===== src/rtl/uart_pkg.sv =====
// uart_pkg: shared receiver state encoding and parity modes
package uart_pkg;
  typedef enum logic [2:0] {IDLE, START, DATA, PARITY, STOP} rx_state_t;
  localparam logic PARITY_NONE = 1'b0;
  localparam logic PARITY_EVEN = 1'b1;
endpackage


===== src/rtl/uart_rx_sync.sv =====
// uart_rx_sync: two-flop synchroniser with parameterised reset value
module uart_rx_sync #(
  parameter logic RST_VAL = 1'b1
) (
  input  logic sysclk,
  input  logic reset_n,
  input  logic d,
  output logic q
);
  logic [1:0] ff;
  always_ff @(posedge sysclk)
    ff <= !reset_n ? {2{RST_VAL}} : {ff[0], d};
  assign q = ff[1];
endmodule


===== src/rtl/uart_rx.sv =====
// uart_rx: 8N1/8E1 serial receiver with mid-bit sampling, parity and framing checks
module uart_rx
  import uart_pkg::*;
#(
  parameter int N       = 8,
  parameter int PSCALER = 1,
  parameter int DIV     = 10
) (
  input  logic         sysclk,
  input  logic         reset_n,
  input  logic         parity_i,
  input  logic         rx_i,
  output logic [N-1:0] rx_data_o,
  output logic         rx_valid_o,
  output logic         rx_parity_err_o,
  output logic         rx_frame_err_o,
  output logic         rx_busy_o
);
  localparam int BIT_CYC = PSCALER * DIV;
  localparam int CW      = $clog2(BIT_CYC);
  localparam int BW      = $clog2(N + 1);
  rx_state_t      state;
  logic           rx_s, rx_q, par_mode, par_err, stop_bit, done, fin;
  logic [CW-1:0]  cnt;
  logic [BW-1:0]  bits;
  logic [N-1:0]   shift;
  logic           tick_half, tick_full;
  uart_rx_sync #(.RST_VAL(1'b1)) u_sync (
    .sysclk (sysclk),
    .reset_n(reset_n),
    .d      (rx_i),
    .q      (rx_s)
  );
  assign tick_half = cnt == CW'(BIT_CYC / 2 - 1);
  assign tick_full = cnt == CW'(BIT_CYC - 1);
  always_ff @(posedge sysclk) begin
    if (!reset_n) begin
      state           <= IDLE;
      rx_q            <= 1'b1;
      cnt             <= '0;
      bits            <= '0;
      shift           <= '0;
      par_mode        <= PARITY_NONE;
      par_err         <= 1'b0;
      stop_bit        <= 1'b1;
      done            <= 1'b0;
      fin             <= 1'b0;
      rx_data_o       <= '0;
      rx_valid_o      <= 1'b0;
      rx_parity_err_o <= 1'b0;
      rx_frame_err_o  <= 1'b0;
      rx_busy_o       <= 1'b0;
    end else begin
      rx_q       <= rx_s;
      rx_valid_o <= fin;
      fin        <= 1'b0;
      if (fin) begin
        rx_data_o       <= shift;
        rx_parity_err_o <= par_err;
        rx_frame_err_o  <= !stop_bit;
      end
      case (state)
        IDLE: if (rx_q && !rx_s) begin
          state     <= START;
          cnt       <= '0;
          bits      <= BW'(N);
          par_mode  <= parity_i;
          par_err   <= 1'b0;
          rx_busy_o <= 1'b1;
        end
        START: if (tick_half) begin
          cnt       <= '0;
          state     <= rx_s ? IDLE : DATA;
          rx_busy_o <= !rx_s;
        end else cnt <= cnt + 1'b1;
        DATA: if (tick_full) begin
          cnt   <= '0;
          shift <= (shift >> 1) | (N'(rx_s) << (N - 1));
          bits  <= bits - 1'b1;
          if (bits == BW'(1)) state <= (par_mode == PARITY_EVEN) ? PARITY : STOP;
        end else cnt <= cnt + 1'b1;
        PARITY: if (tick_full) begin
          cnt     <= '0;
          par_err <= rx_s != ^shift;
          state   <= STOP;
        end else cnt <= cnt + 1'b1;
        STOP: if (done) begin
          if (stop_bit || rx_s) begin
            state     <= IDLE;
            done      <= 1'b0;
            rx_busy_o <= 1'b0;
          end
        end else if (tick_full) begin
          cnt      <= '0;
          stop_bit <= rx_s;
          done     <= 1'b1;
          fin      <= 1'b1;
        end else cnt <= cnt + 1'b1;
        default: state <= IDLE;
      endcase
    end
  end
endmodule

===== config.mk =====
export PLATFORM = sky130hd
export DESIGN_NAME = uart_rx
export DESIGN_NICKNAME = d
export VERILOG_FILES = /design/src/rtl/uart_pkg.sv /design/src/rtl/uart_rx_sync.sv /design/src/rtl/uart_rx.sv
export SDC_FILE = /design/constraint.sdc
export NUM_CORES = 1
export LEC_CHECK = 0
export BUFFER_PORTS_ARGS = -buffer_cell sky130_fd_sc_hd__buf_2
export CORE_UTILIZATION = 62
export DETAILED_ROUTE_END_ITERATION = 8
export PLACE_DENSITY_LB_ADDON = 0.12
export RECOVER_POWER = 100
export SLEW_MARGIN = 0
export SYNTH_ARGS = -nofsm -noshare
export SYNTH_HDL_FRONTEND = slang
export SYNTH_SLANG_ARGS = --single-unit

===== constraint.sdc =====
create_clock -name sysclk -period 4.1 [get_ports sysclk]
set_input_delay 0.205 -clock sysclk [delete_from_list [all_inputs] [get_ports sysclk]]
set_output_delay 0.205 -clock sysclk [all_outputs]
set_load 0.03 [all_outputs]

==> metrics.md, run 1 <==
| Metric | Value |
|---|---|
| Status | completed |
| Most frequent cell after synthesis | dfxtp_1 |
| Post-CTS sizing | 0 |
| Top FF cell, synth | dfxtp_1 |
| Mux cell area share after synthesis | 10.8% |
| Type of origin of the critical path | flip-flop |
| Simple-Gate Fraction of Synth Area | 24.1% |
| Final min period | 2.43 ns |
| Synth top area share | 42.0% |
| Netlist Area Pre-Place | 1860 um^2 |
| Maximum buffer depth of the clock tree | 2 |
| DIE WIDTH | 56.7 um |
| Initial antenna violation count | 0 |
| # setup viols final | 0 |
| Fraction of layout cells with a size suffix above 1 | 6.83% |
| Post-layout power | 970 uW |
| TritonCTS buffer count | 5 |
| Core Rows | 19 |
| Compound-Gate Fraction of Synth Area | 9.70% |
| Cells after synthesis | 192 |
| RePlAce Congestion | 0.818 |
| Worst skew pair latency | 0.35 ns |
| Remaining antenna violation count after routing | 0 |
| Syn-to-layout area delta | 4.85% |
| Net Count, Synth | 201 |
| Total of max-cap violations | 0 |
| Fin Setup TNS | 0 ns |
| CP endpoint kind | flip-flop |
| DP HPWL | 2.26 mm |
| Port bufs | 15 |
| CTS sink count | 39 |
| Die span in y | 56.7 um |
| Largest family of logic cells by synthesized area | simple AND/OR/NAND/NOR gates |
| XOR/XNOR Fraction of Synth Area | 6.13% |
| Worst relative slew slack | 16.9% |
| Post-CTS Setup Inserts | 0 |
| DRC Markers | 0 |
| Fill count | 231 |
| Pre-Repair DR Iteration Count | 5 |
| Final clock skew | 0.0138 ns |
| Die area | 3220 um^2 |
| Multi-input gate area | 966 um^2 |
| Synth unique cells | 40 |
| DP Worst Slack | 2.30 ns |
| Largest net degree at the start of global routing | 38 |
| Period utilisation layout | 59.2% |
| List of most frequent post-synthesis cells | dfxtp_1, nor2b_1, mux2i_1, nor2_1, xnor2_1 |
| PwrDens | 498 nW/um^2 |
| Yosys top cell by area | dfxtp_1 |
| H-tree levels | 2 |
| Number of synthesized flops with an enable pin | 0 |
| Synth async-reset ratio | 0% |
| Critical Path RT | 4.34 ns |
| GRT Util Overall | 21.9% |
| VDD IR-drop max | 0.220 mV |
| I/O pin count | 16 |
| Initial core utilization | 66.2% |
| Crit path DAT | 2.66 ns |
| Unrepaired setup endpoints after global routing | false |
| Leakage power | 0.000735 uW |
| Adder-cell area share of the yosys netlist | 3.37% |
| Number of DRC markers in iteration 0 | 26 |
| Warnings from Yosys | 0 |
| Most area-consuming cells after synthesis | dfxtp_1, mux2i_1, nor2b_1, xnor2_1, ha_1 |
| Tightest hold margin | 0.0376 ns |
| Hold buffers post-CTS | 0 |
| CTS tree | yes |
| Final net count | 213 |
| GRT overflow | 0 |
| First-pass GRT wire length | 5.43 mm |
| Average cell area after synthesis | 9.68 um^2 |
| Worst-path maximum fanout | 15 |
| Final WS setup | 1.67 ns |
| Vias | 1321 |
| Final Max Tran Viols | 0 |
| Sequential-to-total area share from yosys stat | 42.0% |
| Max Fclk | 0.412 GHz |
| Least-Margin Pin Slew | 1.25 ns |
| Crit path kind | flip-flop to flip-flop |
| Final wirelength | 3.16 mm |
| FF+latch count, synth | 39 |
| ANT cells | 0 |
| Register Area | 781 um^2 |
| CORE AREA | 2810 um^2 |
| Hold Violations, Final | 0 |
| Routed WL per cell | 13.4 um |
| Vias per inst | 5.60 |
| Vias in the first global route | 1238 |
| Root Buffer | clkbuf_4 |
| Clock transition at path regs | 0.12 ns |
| Worst hold path class | input pin to flip-flop |
-- placed cells by master, fill, tap and decap left out, types with 3 or more instances in the layout --
| cell type | Yosys | layout |
|---|---|---|
| clkbuf_4 | 0 | 5 |
| dfxtp_1 | 39 | 39 |
| nor3_1 | 2 | 4 |
| nor2_1 | 14 | 14 |
| nand4_1 | 4 | 4 |
| o21ai_0 | 3 | 4 |
| a21boi_0 | 4 | 4 |
| a21oi_1 | 6 | 6 |
| ha_1 | 5 | 5 |
| nand2b_1 | 5 | 5 |
| and2_0 | 0 | 4 |
| and3_1 | 3 | 3 |
| nand3_1 | 3 | 3 |
| mux2i_1 | 20 | 20 |
| nand2_1 | 7 | 7 |
| nor2b_1 | 24 | 24 |
| xnor2_1 | 9 | 9 |
| inv_1 | 6 | 6 |
| clkbuf_1 | 4 | 13 |
| xor2_1 | 4 | 4 |
-- metal layers --
layer	wire, um	GRT usage [%]	vias to the layer above	share of wire, %
met5	0	0	-	0
met4	47	8.36	0	1.5
met3	106	4.84	9	3.4
met2	1530	36.7	27	48
met1	1480	27.3	616	47
li1	-	-	669	-
-- layout make-up --
type	instances	area share (%)
clock buffers	5	1.93
clock inverters	3	2.25
inverters	6	1.16
multi-input cells	137	49.6
flip-flops and latches	39	40.1
well taps	31	1.99
repair buffers	15	3.02
-- metrics by stage --
stage / instance area, um^2 / cells / utilization [%]
6_report: 1950 / 236 / 69.4
5_1_grt: 1950 / 236 / 69.4
4_1_cts: 2000 / 236 / 71.4
3_5_place_dp: 1920 / 228 / 68.5
3_3_place_gp: 1920 / 228 / 68.5
2_1_floorplan: 1860 / 192 / -
-- sequential cells by signal (all words and copies together), names as in the netlist, 2 cells and up --
signal,flops
bits,4
cnt,4
rx_data_o,8
shift,8
state,3
u_sync.ff,2
-- cell families (layout without fill, tap and decap cells) --
group / count (synthesis) / count (layout)
DFF: 39 / 39
muxes: 20 / 20
buffers and inverters: 16 / 29
adders and majority gates: 5 / 5
xor gates and xnor gates: 13 / 13
and+or+nand+nor: 76 / 76
AOI/OAI and AO/OA: 23 / 23
-- report_power, final --
group | switching, uW | leakage (uW) | internal, uW
clock network | 129 | 0.0000452 | 128
registers | 48.6 | 0.000316 | 406
logic | 148 | 0.000374 | 110
total | 326 | 0.000735 | 644
-- worst paths after layout --
| kind | startpoint | end | slack, ns | depth (start not counted) |
|---|---|---|---|---|
| setup / recovery | state[1]$_SDFFE_PN0P_ | state[1]$_SDFFE_PN0P_ | 1.67 | 5 |
| hold reg to reg | u_sync.ff[0]$_SDFF_PN1_ | u_sync.ff[1]$_SDFF_PN1_ | 0.43 | 1 |
| hold / removal | rx_i | u_sync.ff[0]$_SDFF_PN1_ | 0.04 | 2 |
| setup reg to reg | state[1]$_SDFFE_PN0P_ | state[1]$_SDFFE_PN0P_ | 1.67 | 5 |
-- critical path, cell delays in order (launching register included) --
cell	delay, ns
dfxtp_1	0.64
nor3_1	0.22
and2_0	0.27
a2111oi_0	0.77
o21ai_0	0.20
and3_1	0.24
No activity file was read; power rests on OpenSTA's default activity.
==> inputs of run 2 (changes only) <==
--- a/config.mk
+++ b/config.mk
@@ -6,7 +6,7 @@
 export NUM_CORES = 1
 export LEC_CHECK = 0
 export BUFFER_PORTS_ARGS = -buffer_cell sky130_fd_sc_hd__buf_2
-export CORE_UTILIZATION = 62
+export CORE_UTILIZATION = 58
 export DETAILED_ROUTE_END_ITERATION = 8
 export PLACE_DENSITY_LB_ADDON = 0.12
 export RECOVER_POWER = 100
==> constraint.sdc (replaced) <==
create_clock -name sysclk -period 2.4 [get_ports sysclk]
set_input_delay 0.12 -clock sysclk [delete_from_list [all_inputs] [get_ports sysclk]]
set_output_delay 0.12 -clock sysclk [all_outputs]
set_load 0.03 [all_outputs]
==> run 2 against run 1 <==
  * Final cell count is 5.9% higher
  * Clock power is 33% higher
  * Via count is 1.1% lower
  * Highest routed layer unchanged
==> metrics.md, run 2 (synthesis results as in run 1) <==
| Metric | Value |
|---|---|
| Status | completed |
| Worst R2R Path Depth | 5 |
| Post-CTS sizing | 0 |
| Number of DRC markers in iteration 0 | 36 |
| Power share of the clock group | 21.1% |
| Non-Filler Instances | 250 |
| # setup viols final | 0 |
| Fraction of layout cells with a size suffix above 1 | 8.74% |
| Commonest non-fill, non-tap cell in the layout | dfxtp_1 |
| Final clock skew | 0.0114 ns |
| Largest net degree at the start of global routing | 38 |
| Slowest CP cell | nor3_1 |
| RePlAce Congestion | 0.852 |
| Worst skew pair latency | 0.35 ns |
| Reg-to-Reg End | rx_busy_o$_SDFFE_PN0P_ |
| VDD IR-drop max | 0.464 mV |
| Leakage power | 0.000735 uW |
| Die area | 3430 um^2 |
| Crit path kind | flip-flop to flip-flop |
| GRT overflow | 0 |
| CTS tree | yes |
| PwrDens | 814 nW/um^2 |
| Pre-Repair DR Iteration Count | 4 |
| DIE WIDTH | 58.6 um |
| Most frequent cells in the layout | dfxtp_1, nor2b_1, mux2i_1, nor2_1, clkbuf_1 |
| Maximum buffer depth of the clock tree | 2 |
| Worst relative slew slack | 58.4% |
| Comb power frac | 30.6% |
| Final Max Tran Viols | 0 |
| Least-Margin Pin Slew | 0.624 ns |
| Regs by FF count | rx_data_o (8), shift (8) |
| Fin Setup TNS | 0 ns |
| Worst hold path class | input pin to flip-flop |
| Routed WL per cell | 12.8 um |
| Final wirelength | 3.20 mm |
| Post-layout power | 1610 uW |
| Critical Path RT | 2.66 ns |
| Reg-to-reg startpoint | state[2]$_SDFFE_PN0P_ |
| Initial core utilization | 60.9% |
| Core Rows | 20 |
| Worst-path maximum fanout | 13 |
| Port bufs | 15 |
| Total of max-cap violations | 0 |
| Hold path startpoint | parity_i |
| Hold buffers post-CTS | 1 |
| DRC Markers | 0 |
| Remaining antenna violation count after routing | 0 |
| Hold worst-path end | par_mode$_SDFFE_PN0P_ |
| Final min period | 1.98 ns |
| Vias in the first global route | 1266 |
| Hold Crit Depth | 3 |
| Switching power | 596 uW |
| CP endpoint kind | flip-flop |
| ANT cells | 0 |
| Final net count | 214 |
| WP buf/inv | 0 |
| I/O pin count | 16 |
| Vias per inst | 5.23 |
| Seq pwr share | 48.3% |
| CORE AREA | 3050 um^2 |
| Hold Violations, Final | 0 |
| Root Buffer | clkbuf_4 |
| TritonCTS buffer count | 5 |
| Initial antenna violation count | 0 |
| Switching Share | 36.9% |
| Cells after DPL | 241 |
| CP delay by family, top | simple AND/OR/NAND/NOR gates |
| Syn-to-layout area delta | 6.73% |
| GRT Util Overall | 21.5% |
| Unrepaired setup endpoints after global routing | false |
| Type of origin of the critical path | flip-flop |
| CTS sink count | 39 |
| Crit path DAT | 2.25 ns |
| Flop2flop setup slack | 0.42 ns |
| Post-CTS Setup Inserts | 0 |
| Clock transition at path regs | 0.13 ns |
| Die span in y | 58.6 um |
| Max Fclk | 0.504 GHz |
| H-tree levels | 2 |
| DP HPWL | 2.20 mm |
| Int Power | 1020 uW |
| Period utilisation layout | 82.6% |
| Vias | 1307 |
| CP max stage delay | 0.54 ns |
| Crit-path cells | nor3_1 -> and2_0 -> nor3_2 -> nor4b_1 -> o21a_1 |
| First-pass GRT wire length | 5.56 mm |
run 2: stage by stage:
step / worst slack (ns) / area, um^2 / hold WS, ns / utilization, %
final: 0.417 / 1980 / 0.0234 / 65.0
after global routing: 0.246 / 1980 / 0.0266 / 65.0
after CTS: 0.594 / 2010 / 0.00891 / 65.7
after detailed placement: 0.604 / 1940 / 0.304 / 63.5
after global placement: 0.677 / 1940 / 0.303 / 63.5
after floorplan: 0.769 / 1860 / 0.221 / -
run 2: worst min-delay path, delay by kind of cell:
family	cells	cell delay, ns
buffers and inverters	1	0.10
AND/OR/NAND/NOR	1	0.05
AO/OA/AOI/OAI	1	0.06
run 2: worst max-delay path by stage:
stage / start / endpoint / slack [ns] / depth (start not counted)
after floorplan: cnt[0]$_SDFFE_PN0P_ / state[1]$_SDFFE_PN0P_ / 0.77 / 6
after global placement: cnt[0]$_SDFFE_PN0P_ / rx_busy_o$_SDFFE_PN0P_ / 0.68 / 7
after detailed placement: state[0]$_SDFFE_PN0P_ / rx_busy_o$_SDFFE_PN0P_ / 0.60 / 5
after CTS: cnt[0]$_SDFFE_PN0P_ / shift[0]$_SDFFE_PN0P_ / 0.59 / 5
after global routing: state[2]$_SDFFE_PN0P_ / rx_busy_o$_SDFFE_PN0P_ / 0.25 / 5
final: state[2]$_SDFFE_PN0P_ / rx_busy_o$_SDFFE_PN0P_ / 0.42 / 5
run 2: metal layers:
metal / track usage, % / vias to the layer above / routed length, um / share of wire, %
li1: - / 672 / - / -
met1: 27.4 / 601 / 1550 / 48
met2: 34.5 / 28 / 1470 / 46
met3: 6.37 / 6 / 135 / 4.2
met4: 8.16 / 0 / 48 / 1.5
met5: 0 / - / 0 / 0
run 2: layout make-up:
class	instances	area, um^2
sequential	39	781
fill	271	1070
clock inverter	3	20.0
timing repair buffer	16	70.1
clock buffer	5	37.5
multi-input combinational	137	997
inverter	6	22.5
tap	44	55.1
run 2: power groups by stage:
stage | Sequential [uW] | Combinational (uW) | Clock (uW)
after global routing | 790 | 553 | 382
after global placement | 788 | 480 | 0
after detailed placement | 794 | 500 | 0
final | 779 | 494 | 342
after floorplan | 750 | 458 | 0
after CTS | 780 | 502 | 351
